**src/rtl/delay_line_ctrl.sv**
```systemverilog
// delay_line_ctrl: drives one single-port synchronous RAM as a circular delay
// buffer. Each accepted sample is a read-modify-write at the current pointer:
// the oldest word is returned and the new sample takes its slot. The RAM is
// zeroed after reset and on an explicit clear request.
module delay_line_ctrl #(
  parameter int DATA_W = 8,
  parameter int ADDR_W = 4
) (
  input  logic              clk,
  input  logic              rst,
  input  logic              clear,
  input  logic [ADDR_W-1:0] delay_len,
  input  logic              in_valid,
  output logic              in_ready,
  input  logic [DATA_W-1:0] in_data,
  output logic              out_valid,
  input  logic              out_ready,
  output logic [DATA_W-1:0] out_data,
  output logic [ADDR_W-1:0] mem_addr,
  output logic              mem_we,
  output logic [DATA_W-1:0] mem_din,
  input  logic [DATA_W-1:0] mem_dout,
  output logic              busy
);

  typedef enum logic [2:0] {
    S_CLEAR,
    S_IDLE,
    S_READ,
    S_WRITE,
    S_OUT
  } state_t;

  localparam logic [ADDR_W-1:0] CLR_LAST = '1;

  state_t            state;
  logic [ADDR_W-1:0] clr_cnt;
  logic [ADDR_W-1:0] ptr;
  logic [ADDR_W-1:0] len_q;
  logic [DATA_W-1:0] samp_q;

  // Pointer advance with wrap at the buffer length latched for this sample.
  // Using >= rather than == lets a shortened length pull an out-of-range
  // pointer back to 0 on its next advance.
  function automatic logic [ADDR_W-1:0] next_ptr(input logic [ADDR_W-1:0] p,
                                                 input logic [ADDR_W-1:0] len);
    return (p >= len) ? '0 : p + 1'b1;
  endfunction

  // Sequencer: all state and the returned sample live in this one register block.
  always_ff @(posedge clk or posedge rst) begin
    if (rst) begin
      state    <= S_CLEAR;
      clr_cnt  <= '0;
      ptr      <= '0;
      len_q    <= '0;
      samp_q   <= '0;
      out_data <= '0;
    end else begin
      case (state)
        S_CLEAR: begin
          clr_cnt <= clr_cnt + 1'b1;
          ptr     <= '0;
          if (clr_cnt == CLR_LAST) state <= S_IDLE;
        end
        S_IDLE: begin
          if (clear) begin
            clr_cnt <= '0;
            state   <= S_CLEAR;
          end else if (in_valid) begin
            samp_q <= in_data;
            len_q  <= delay_len;
            state  <= S_READ;
          end
        end
        S_READ: begin
          state <= S_WRITE;
        end
        S_WRITE: begin
          // mem_dout still carries the word addressed in READ, i.e. the
          // value being overwritten this cycle.
          out_data <= mem_dout;
          state    <= S_OUT;
        end
        S_OUT: begin
          if (out_ready) begin
            ptr   <= next_ptr(ptr, len_q);
            state <= S_IDLE;
          end
        end
        default: begin
          state <= S_CLEAR;
        end
      endcase
    end
  end

  // Output decode: RAM strobes and handshakes follow directly from the state.
  always_comb begin
    mem_addr  = ptr;
    mem_we    = 1'b0;
    mem_din   = '0;
    in_ready  = 1'b0;
    out_valid = 1'b0;
    busy      = 1'b1;
    case (state)
      S_CLEAR: begin
        mem_we   = 1'b1;
        mem_addr = clr_cnt;
      end
      S_IDLE: begin
        in_ready = !clear;
        busy     = 1'b0;
      end
      S_READ: begin
        mem_we = 1'b0;
      end
      S_WRITE: begin
        mem_we  = 1'b1;
        mem_din = samp_q;
      end
      S_OUT: begin
        out_valid = 1'b1;
      end
      default: begin
        mem_we = 1'b0;
      end
    endcase
  end

endmodule

```
**config.mk**
```make
export PLATFORM = sky130hd
export DESIGN_NAME = delay_line_ctrl
export DESIGN_NICKNAME = d
export VERILOG_FILES = /design/src/rtl/delay_line_ctrl.sv
export SDC_FILE = /design/constraint.sdc
export NUM_CORES = 1
export LEC_CHECK = 0
export BUFFER_PORTS_ARGS = -buffer_cell sky130_fd_sc_hd__buf_2
export CAP_MARGIN = 20
export CORE_UTILIZATION = 54
export DETAILED_ROUTE_END_ITERATION = 6
export GPL_TIMING_DRIVEN = 0
export PLACE_DENSITY = 0.92
export SYNTH_ARGS = -nofsm -noshare
export SYNTH_HDL_FRONTEND = slang
export SYNTH_SLANG_ARGS = --single-unit
```
**constraint.sdc**
```tcl
create_clock -name clk -period 2.66 [get_ports clk]
set_input_delay 0.133 -clock clk [delete_from_list [all_inputs] [get_ports clk]]
set_output_delay 0.133 -clock clk [all_outputs]
set_load 0.05 [all_outputs]
```
### After elaboration in Yosys (flattened, before gate mapping)

Cells that the tools add are included.

| word-level totals | value |
|---|---|
| memories kept | 0 |
| bits in latches | 0 |
| ROM bits | 0 |
| output and inout bits | 24 |
| word-level logic and storage cells | 44 |
| RAM bits | 0 |
| bits in registers | 31 |

| cells by class | value |
|---|---|
| eq/ne operators | 9 |
| $lt $le $gt $ge | 1 |
| shift-type cells | 0 |
| div/mod/pow operators | 0 |
| multipliers | 0 |
| bitwise operators | 1 |
| reductions and logical operators | 9 |
| add/subtract/negate cells | 2 |
| mux-type cells | 16 |

Operators with widths:

| kind | count |
|---|---|
| $mux W4 | 4 |
| $pmux W4 S2 | 2 |
| $pmux W3 S5 | 1 |
| $mux W3 | 4 |
| $add A4 B1 Y4 const B | 2 |
| $mux W8 | 1 |
| $eq A3 B2 Y1 const B | 2 |
| $ne A2 B2 Y1 const B | 3 |
| $reduce_and A3 Y1 | 2 |
| $eq A4 B4 Y1 const B | 1 |
| $ge A4 B4 Y1 | 1 |
| $mux W1 | 4 |
| $reduce_and A2 Y1 | 2 |
| $reduce_bool A2 Y1 | 2 |
| $eq A3 B1 Y1 const B | 1 |
| $eq A3 B3 Y1 const B | 1 |
| $logic_not A3 Y1 | 1 |
| $ne A3 B3 Y1 const B | 1 |
| $reduce_or A2 Y1 | 1 |
| $logic_not A1 Y1 | 1 |
| $not A1 Y1 | 1 |

### Longest topological paths before layout

Gate-level depths: netlist of run 1.

| depth | value |
|---|---|
| depth after elaboration | 4 |
| depth in mapped cells | 6 |
| mapped depth without buffers | 6 |

### Worst setup path before layout of run 1

OpenSTA, ideal clock, no wires.

| timing path | value |
|---|---|
| path kind | flip-flop to output port |
| from | register state[1] |
| to | output port mem_addr[0] |
| cell stages (with the launch flop) | 4 |
| buffers on the path | 1 |
| data required time | 2.527 ns |
| arrival | 1.746 ns |
| setup slack | 0.781 ns |
| cells stage by stage | dfrtp_1 -> buf_2 -> nor3_4 -> o21ai_0 |

| between the ends | value |
|---|---|
| word-level cells in the longest chain between the ends | 2 |

Ends and longest elaborated chain:

| element | line | source |
|---|---|---|
| from (decl) | 36 | `state_t state;` |
| from (signal assigned) | 53 | `state <= S_CLEAR;` |
| from (signal assigned) | 64 | `if (clr_cnt == CLR_LAST) state <= S_IDLE;` |
| from (signal assigned) | 69 | `state <= S_CLEAR;` |
| $logic_not A3 Y1 | 106 | `case (state)` |
| $mux W4 | 106 |  |
| to (decl) | 19 | `output logic [ADDR_W-1:0] mem_addr,` |

Every way passes these cells.

### Final worst setup path of run 1

| timing path | value |
|---|---|
| from | register state[2] |
| to | output port mem_din[6] |

| between the ends | value |
|---|---|
| word-level cells in the longest chain between the ends | 2 |

Ends and longest elaborated chain:

| element | line | source |
|---|---|---|
| $eq A3 B2 Y1 | 106 |  |
| $mux W8 | 106 |  |
| to (decl) | 21 | `output logic [DATA_W-1:0] mem_din,` |

Every way passes these cells.

==> results of run 1 <==
==> metal layers <==
| layer | share of wire (%) | routed length [um] | track usage, % |
|---|---|---|---|
| met2 | 48 | 1600 | 37.2 |
| met1 | 43 | 1430 | 26.9 |
| met5 | 0 | 0 | 0 |
| met4 | 2.9 | 95 | 9.29 |
| met3 | 6.1 | 202 | 8.37 |
==> worst max-delay path by stage <==
stage	startpoint	end	slack, ns	cells after the start
floorplan	state[1]	mem_addr[0]	0.78	3
global placement	ptr[0]	ptr[0]	0.98	6
detailed placement	ptr[0]	ptr[0]	0.94	6
CTS	state[2]	mem_din[6]	0.67	6
global route	state[2]	mem_din[6]	0.57	6
finish	state[2]	mem_din[6]	0.68	6
==> final cells by class <==
class / instances / area [um2]
Sequential cell: 31 / 776
Fill cell: 186 / 741
Multi-Input combinational cell: 113 / 722
Timing Repair Buffer: 57 / 348
Clock buffer: 8 / 68.8
Tap cell: 31 / 38.8
Buffer: 5 / 37.5
Inverter: 7 / 26.3
==> per-stage QoR <==
stage               hold WS [ns]  area, um2
floorplan                  0.237       1560
global placement           0.325       1840
detailed placement         0.230       1870
CTS                      0.00951       2010
global route             0.00319       2020
finish                    0.0130       2020
==> cell families (layout without fill, tap and decap cells) <==
group,after synthesis,count (layout),synth area share (%)
AND/OR/NAND/NOR,77,77,24.2
flip-flops,31,31,49.7
AO/OA/AOI/OAI,15,15,6.81
multiplexers,13,13,9.29
buffers and inverters,12,77,4.09
adder cells (fa/ha/maj),6,6,4.81
XOR/XNOR,2,2,1.12
==> power breakdown <==
group	total, uW	internal, uW	switching (uW)
logic	1310	398	911
registers	811	676	135
clock network	320	155	165
==> cell usage in the layout, fill, tap and decap left out, types with 3 or more instances in the layout <==
cell type / instances
inv_1: 6
mux2_2: 12
o21ai_0: 3
dlygate4sd3_1: 8
nor2_1: 6
buf_2: 51
clkbuf_4: 5
dfrtp_1: 31
and2_1: 8
ha_1: 6
nand2_1: 43
nand3_1: 5
==> repair_timing <==
item	CTS	global route
hold buffers	7	1
endpoints found under the hold margin	19	1
resized for setup	0	0
setup endpoints to repair	0	0
==> worst max-delay path: cells and delay by family, from the launching register on <==
kind | cells | cell delay [ns]
buffers and inverters | 4 | 0.72
flip-flops | 1 | 0.50
AND/OR/NAND/NOR | 2 | 0.28
==> flip-flops by register name (all words and copies together) (netlist names) <==
signal,count
out_data,8
samp_q,8
clr_cnt,4
len_q,4
ptr,4
state,3
==> impl_metrics.env, run 1 <==
export IMPL_dieWidth_um=55.8
export IMPL_firstDrtPassIters=4
export IMPL_cts_buffers=5
export IMPL_vias=1334
export IMPL_place_hpwl_um=2300
export IMPL_wl_per_cell_um=13.2
export IMPL_clkSlewWorstSetupHoldPaths_ns=0.10
export IMPL_grt_pass1_vias=1239
export IMPL_gr_usage_all_layers_pct=22.7
export IMPL_arrival_ns=1.85
export IMPL_synth_seq_cells=31
export IMPL_cp_slowest_cell="dfrtp_1"
export IMPL_root_buffer="clkbuf_4"
export IMPL_holdPathStages=3
export IMPL_end_kind="output port"
export IMPL_timing_rr_start="ptr[0]"
export IMPL_synth_edf_count=0
export IMPL_grt_max_degree=19
export IMPL_cpMostUsedCell="buf_2"
export IMPL_antenna_found_initial=0
export IMPL_die_area_um2=3110
export IMPL_period_needed_ns=1.98
export IMPL_drive_gt1_share_pct=36.2
export IMPL_grt_overflow=0
export IMPL_final_cells=252
export IMPL_yosys_warnings=0
export IMPL_period_share_pct=74.5
export IMPL_hold_viol=0
export IMPL_async_reset_ff_share_pct=100
export IMPL_tns_ns=0
export IMPL_path_max_fanout=10
export IMPL_num_rows=19
export IMPL_max_stage_delay_ns=0.50
export IMPL_r2r_end="ptr[0]"
export IMPL_grt_pass1_wl_um=5300
export IMPL_postCtsSetupRepairBufs=0
export IMPL_drt_total_wl_um=3320
export IMPL_ioPinCount=49
export IMPL_postRouteAntennaNets=0
export IMPL_slew_headroom_pct=59.9
export IMPL_peakVddDrop_uv=1200
export IMPL_synth_top_area_share_pct=49.7
export IMPL_synth_cell_types=36
export IMPL_synth_largest_area_cell="dfrtp_1"
export IMPL_synthToLayoutAreaGrowth_pct=29.2
export IMPL_gp_routability_congestion=0.776
export IMPL_syn_instance_count=156
export IMPL_layout_setup_ws_ns=0.680
export IMPL_reg2regPathDepth=6
export IMPL_synthTopCellsByCount="nand2_1 (43), dfrtp_1 (31), mux2_2 (12)"
export IMPL_setup_viol=0
export IMPL_drtIter0Drc=60
export IMPL_max_cap_violations=0
export IMPL_place_port_buffers=48
export IMPL_critPathLaunchType="flop"
export IMPL_vias_per_cell=5.29
export IMPL_yosysMostFrequentCell="nand2_1"
export IMPL_clock_sinks=31
export IMPL_path_class="flop to output port"
export IMPL_core_region_area_um2=2760
export IMPL_synth_area_leaders="dfrtp_1 (50%), nand2_1 (10%), mux2_2 (8.7%), ha_1 (4.8%), and2_1 (3.2%)"
export IMPL_cp_required_ns=2.53
export IMPL_p_per_area_nw_per_um2=1210
export IMPL_nNetsFinal=251
export IMPL_synthFlopType="dfrtp_1"
export IMPL_hold_path_endpoint="out_data[5]"
export IMPL_status="completed"
export IMPL_dieHeight_um=55.8
export IMPL_clock_latency_ns=0.34
export IMPL_start_util_pct=56.6
export IMPL_ff2ff_setup_slack_ns=0.92
export IMPL_remaining_drc_errors=0
export IMPL_syn_nets=187
export IMPL_pre_cts_slack_ns=0.940
export IMPL_max_freq_mhz=505
export IMPL_netlist_area_um2=1560
export IMPL_ys_seq_area_share_pct=49.7
export IMPL_min_path_type="primary input to flop"
export IMPL_fin_skew_ns=0.00599
export IMPL_cp_cell_sequence="inv_2, and3_1, buf_2, buf_6, and2_1, buf_2"
export IMPL_grt_setup_unrepaired="no"
export IMPL_power_uw=2440
export IMPL_post_route_util_pct=73.1
export IMPL_maxSlewViolCount=0
export IMPL_p_leak_uw=0.00108
export IMPL_place_inst=236
export IMPL_syn_avg_cell_area_um2=10.0
export IMPL_num_antenna_cells=0
export IMPL_tightest_slew_ns=0.600
export IMPL_htreeDepth=2
export IMPL_cts_buffer_depth=2
export IMPL_worstHoldStart="mem_dout[5]"
export IMPL_cts_tree="built"
Power figures use the tool's default switching activity.
==> run 2, diff against run 1 <==
Settings changed: ABC_AREA from default to 1, CORE_UTILIZATION 54 to 45, PLACE_DENSITY 0.92 to 0.82.
Clock period 2.66 ns to 1.7 ns, I/O delays scaled along.
==> impl_metrics.env, run 2 <==
export IMPL_dieHeight_um=61.5
export IMPL_nNetsFinal=308
export IMPL_cts_buffers=5
export IMPL_max_freq_mhz=590
export IMPL_critPathLaunchType="flop"
export IMPL_fin_skew_ns=0.00830
export IMPL_clock_latency_ns=0.34
export IMPL_grt_pass1_vias=1417
export IMPL_peakVddDrop_uv=925
export IMPL_slew_headroom_pct=62.5
export IMPL_synth_seq_cells=31
export IMPL_syn_avg_cell_area_um2=8.30
export IMPL_arrival_ns=1.61
export IMPL_wl_per_cell_um=13.5
export IMPL_path_class="flop to output port"
export IMPL_synth_area_leaders="dfrtp_1 (49%), nand2_1 (13%), nand3_1 (5.7%), mux2_2 (5.7%), inv_1 (5.4%)"
export IMPL_ys_seq_area_share_pct=48.7
export IMPL_period_needed_ns=1.69
export IMPL_vias=1624
export IMPL_yosysMostFrequentCell="nand2_1"
export IMPL_vias_per_cell=5.03
export IMPL_most_common_layout_cells="nand2_1 (56), buf_2 (36), dfrtp_1 (29)"
export IMPL_synthFlopType="dfrtp_1"
export IMPL_synthToLayoutAreaGrowth_pct=46.2
export IMPL_reg2regPathDepth=8
export IMPL_grt_overflow=0
export IMPL_max_cap_violations=0
export IMPL_synth_top_area_share_pct=48.7
export IMPL_start_util_pct=47.4
export IMPL_final_cells=323
export IMPL_root_buffer="clkbuf_4"
export IMPL_drt_total_wl_um=4370
export IMPL_status="completed"
export IMPL_async_reset_ff_share_pct=100
export IMPL_synth_cell_types=21
export IMPL_clkSlewWorstSetupHoldPaths_ns=0.10
export IMPL_place_port_buffers=48
export IMPL_p_per_area_nw_per_um2=1660
export IMPL_holdPathStages=3
export IMPL_cp_required_ns=1.62
export IMPL_path_max_fanout=8
export IMPL_layout_commonest_cell="nand2_1"
export IMPL_core_region_area_um2=3360
export IMPL_gr_usage_all_layers_pct=22.3
export IMPL_synthTopCellsByCount="nand2_1 (57), dfrtp_1 (31), inv_1 (23)"
export IMPL_power_uw=3870
export IMPL_min_path_type="primary input to flop"
export IMPL_end_kind="output port"
export IMPL_drive_gt1_share_pct=32.5
export IMPL_grt_pass1_wl_um=5870
export IMPL_place_inst=287
export IMPL_grt_max_degree=20
export IMPL_hold_viol=0
export IMPL_period_share_pct=99.7
export IMPL_clock_sinks=31
export IMPL_maxSlewViolCount=0
export IMPL_drtIter0Drc=151
export IMPL_antenna_found_initial=0
export IMPL_cts_tree="built"
export IMPL_ioPinCount=49
export IMPL_firstDrtPassIters=4
export IMPL_syn_instance_count=192
export IMPL_htreeDepth=2
export IMPL_netlist_area_um2=1590
export IMPL_tns_ns=0
export IMPL_place_hpwl_um=2570
export IMPL_postRouteAntennaNets=0
export IMPL_post_route_util_pct=69.2
export IMPL_synth_largest_area_cell="dfrtp_1"
export IMPL_layout_setup_ws_ns=0.00528
export IMPL_num_rows=21
export IMPL_fill_cells=247
export IMPL_reg_largest_list="out_data x8, samp_q x8"
export IMPL_p_leak_uw=0.00123
export IMPL_die_area_um2=3780
export IMPL_setup_viol=0
export IMPL_tightest_slew_ns=0.562
export IMPL_gp_routability_congestion=0.848
export IMPL_synth_edf_count=0
export IMPL_cts_buffer_depth=2
export IMPL_yosys_warnings=0
export IMPL_dieWidth_um=61.5
export IMPL_num_antenna_cells=0
export IMPL_syn_nets=223
export IMPL_pre_cts_slack_ns=0.255
export IMPL_remaining_drc_errors=0
[run 2: changes by cell type after synthesis, moves of 4 or more]
cell | previous run | this run
nand2_1 | 43 | 57
o21ai_0 | 3 | 9
nand3_1 | 5 | 18
inv_1 | 6 | 23
nor2_1 | 6 | 18
and2_1 | 8 | 0
mux2_2 | 12 | 8
[run 2: repair_timing]
| action | 4_1_cts | 5_1_grt |
|---|---|---|
| pin swaps | 1 | 1 |
| setup buffers | 1 | 7 |
| resized for setup | 13 | 17 |
| endpoints found under the hold margin | 31 | 1 |
| hold buffers | 20 | 1 |
| setup endpoints to repair | 14 | 14 |
[run 2: report_power, final]
group	internal [uW]	switching, uW
sequential	1040	219
clock	191	264
combinational	705	1460
total	1940	1940
[run 2: worst max-delay path, cell delays in order (launching register included)]
cell and delay (ns):
dfrtp_2 0.48, nor2_2 0.20, nand2_2 0.15, o21ai_1 0.20, buf_4 0.23
[run 2: logic make-up after synthesis]
group | after synthesis | share of synthesized area [%]
multiplexers | 8 | 5.66
buffers and inverters | 28 | 7.46
AND/OR/NAND/NOR | 107 | 29.4
AO/OA/AOI/OAI | 12 | 4.08
flip-flops | 31 | 48.7
adder cells (fa/ha/maj) | 6 | 4.71
[run 2: layer usage]
layer  wire [um]  global-route usage [%]  up-vias
met5           0                       0        -
met4         114                    11.4        0
met3         244                    7.56        8
met2        2380                    38.4       69
met1        1630                    24.2      771
li1            -                       -      776
[run 2: final cells by class]
type / count / area, um2 / area share, %
Buffer: 4 / 31.3 / 1.34
Multi-Input combinational cell: 133 / 716 / 30.7
Clock buffer: 6 / 51.3 / 2.20
Sequential cell: 31 / 778 / 33.4
Clock inverter: 1 / 5.00 / 0.215
Inverter: 24 / 92.6 / 3.98
Timing Repair Buffer: 78 / 597 / 25.6
Tap cell: 46 / 57.6 / 2.47
[run 2: through the flow]
| stage | hold WS, ns | cell area (um2) |
|---|---|---|
| 3_3_place_gp | 0.317 | 1890 |
| 5_1_grt | 0.0677 | 2330 |
| 3_5_place_dp | 0.160 | 1920 |
| 2_1_floorplan | 0.189 | 1590 |
| 4_1_cts | 0.0127 | 2210 |
| 6_report | 0.0496 | 2330 |
[run 2: worst paths after layout]
kind	from	to	slack [ns]
setup / recovery	state[0]	mem_addr[3]	0.005
hold / removal	in_valid	len_q[1]	0.05
setup reg to reg	state[1]	samp_q[2]	0.22
hold reg to reg	len_q[3]	len_q[3]	0.48
max in group asynchronous	rst	state[0]	0.87
min in group asynchronous	rst	samp_q[0]	0.35
==> run 3, diff against run 2 <==
Settings changed: CORE_ASPECT_RATIO from default to 0.5.
==> impl_metrics.env, run 3 (synthesized netlist as in run 2, its figures left out) <==
export IMPL_tightest_slew_ns=0.644
export IMPL_end_kind="output port"
export IMPL_max_freq_mhz=600
export IMPL_dieHeight_um=44.1
export IMPL_drive_gt1_share_pct=32.5
export IMPL_path_class="flop to output port"
export IMPL_place_inst=289
export IMPL_fin_skew_ns=0.00728
export IMPL_num_antenna_cells=0
export IMPL_tns_ns=0
export IMPL_cp_required_ns=1.62
export IMPL_start_util_pct=50.0
export IMPL_timing_rr_start="state[1]"
export IMPL_root_buffer="clkbuf_8"
export IMPL_maxSlewViolCount=0
export IMPL_cts_buffer_depth=2
export IMPL_vias=1484
export IMPL_ioPinCount=49
export IMPL_ff2ff_setup_slack_ns=0.17
export IMPL_clock_latency_ns=0.29
export IMPL_final_cells=300
export IMPL_die_area_um2=3800
export IMPL_gr_usage_all_layers_pct=21.0
export IMPL_core_region_area_um2=3190
export IMPL_p_per_area_nw_per_um2=1870
export IMPL_period_share_pct=98.0
export IMPL_hold_ws_ns=0.0286
export IMPL_most_common_layout_cells="nand2_1 (56), buf_2 (35), dfrtp_1 (30)"
export IMPL_drt_total_wl_um=3640
export IMPL_fill_cells=240
export IMPL_hold_path_endpoint="len_q[2]"
export IMPL_nNetsFinal=282
export IMPL_grt_overflow=0
export IMPL_p_leak_uw=0.00115
export IMPL_synthToLayoutAreaGrowth_pct=33.9
export IMPL_grt_pass1_wl_um=5950
export IMPL_setup_viol=0
export IMPL_firstDrtPassIters=4
export IMPL_period_needed_ns=1.67
export IMPL_antenna_found_initial=0
export IMPL_grt_max_degree=19
export IMPL_grt_setup_unrepaired="yes"
export IMPL_place_port_buffers=48
export IMPL_dieWidth_um=86.1
export IMPL_clkSlewWorstSetupHoldPaths_ns=0.06
export IMPL_reg2regPathDepth=8
export IMPL_arrival_ns=1.58
export IMPL_peakVddDrop_uv=1040
export IMPL_path_max_fanout=10
export IMPL_num_rows=14
export IMPL_remaining_drc_errors=0
export IMPL_htreeDepth=2
export IMPL_layout_commonest_cell="nand2_1"
export IMPL_critPathLaunchType="flop"
export IMPL_cts_tree="built"
export IMPL_worstHoldStart="delay_len[2]"
export IMPL_wl_per_cell_um=12.1
export IMPL_seq_area_um2=777
export IMPL_multi_input_area_um2=713
export IMPL_drtIter0Drc=116
export IMPL_postRouteAntennaNets=0
export IMPL_grt_pass1_vias=1385
export IMPL_max_cap_violations=0
export IMPL_holdPathStages=3
export IMPL_hold_viol=0
export IMPL_status="completed"
export IMPL_clock_sinks=31
export IMPL_slew_headroom_pct=57.0
export IMPL_cts_buffers=5
export IMPL_reg_largest_list="out_data x8, samp_q x8"
export IMPL_vias_per_cell=4.95
export IMPL_post_route_util_pct=66.9
export IMPL_place_hpwl_um=2590
export IMPL_power_uw=3990
export IMPL_min_path_type="primary input to flop"
export IMPL_gp_routability_congestion=0.792
export IMPL_r2r_end="samp_q[1]"
## run 3: area by class of cell
type                       instances  area share (%)
buffer                             4            1.64
clock buffer                       6            3.87
clock inverter                     2            1.64
inverter                          24            4.23
multi-input combinational        133            33.5
sequential                        31            36.4
tap                               48            2.82
timing repair buffer              52            15.9
## run 3: metrics by stage
step,setup WS [ns],cell area (um2)
after global routing,-0.0521,2130
after global placement,0.263,1890
after floorplan,0.102,1590
final,0.0344,2130
after CTS,-0.00624,2080
after detailed placement,0.237,1920
## run 3: worst max-delay path: stages (launching register included)
cell     delay [ns]
dfrtp_1        0.43
inv_1          0.16
nand3_2        0.15
nor2_4         0.22
buf_6          0.17
buf_6          0.16
## run 3: metal layers
| metal | part of all wire, % | global-route usage (%) |
|---|---|---|
| met1 | 45 | 25.1 |
| met5 | 0 | 0 |
| met2 | 48 | 36.7 |
| met3 | 4.6 | 4.85 |
| met4 | 1.9 | 11.0 |
## run 3: report_power, final
| group | internal, uW | total (uW) | switching (uW) | leakage, uW |
|---|---|---|---|---|
| logic | 613 | 1990 | 1380 | 0.000698 |
| clock network | 474 | 754 | 280 | 0.0000612 |
| registers | 1040 | 1240 | 203 | 0.000388 |
## run 3: worst max-delay path by stage
stage,depth (start not counted),endpoint,slack [ns],startpoint
4_1_cts,6,mem_addr[0],-0.006,state[1]
2_1_floorplan,4,mem_din[0],0.10,state[2]
3_3_place_gp,5,mem_din[0],0.26,state[2]
6_report,5,in_ready,0.03,state[1]
5_1_grt,4,mem_addr[3],-0.05,state[0]
3_5_place_dp,5,mem_din[5],0.24,state[2]
## run 3: timing repair
action | in CTS | in global routing
pin swaps | 0 | 1
endpoints found under the setup margin | 12 | 14
buffers inserted | 0 | 2
hold buffers | 1 | 0
resized for setup | 12 | 12
hold endpoints to repair | 13 | 0
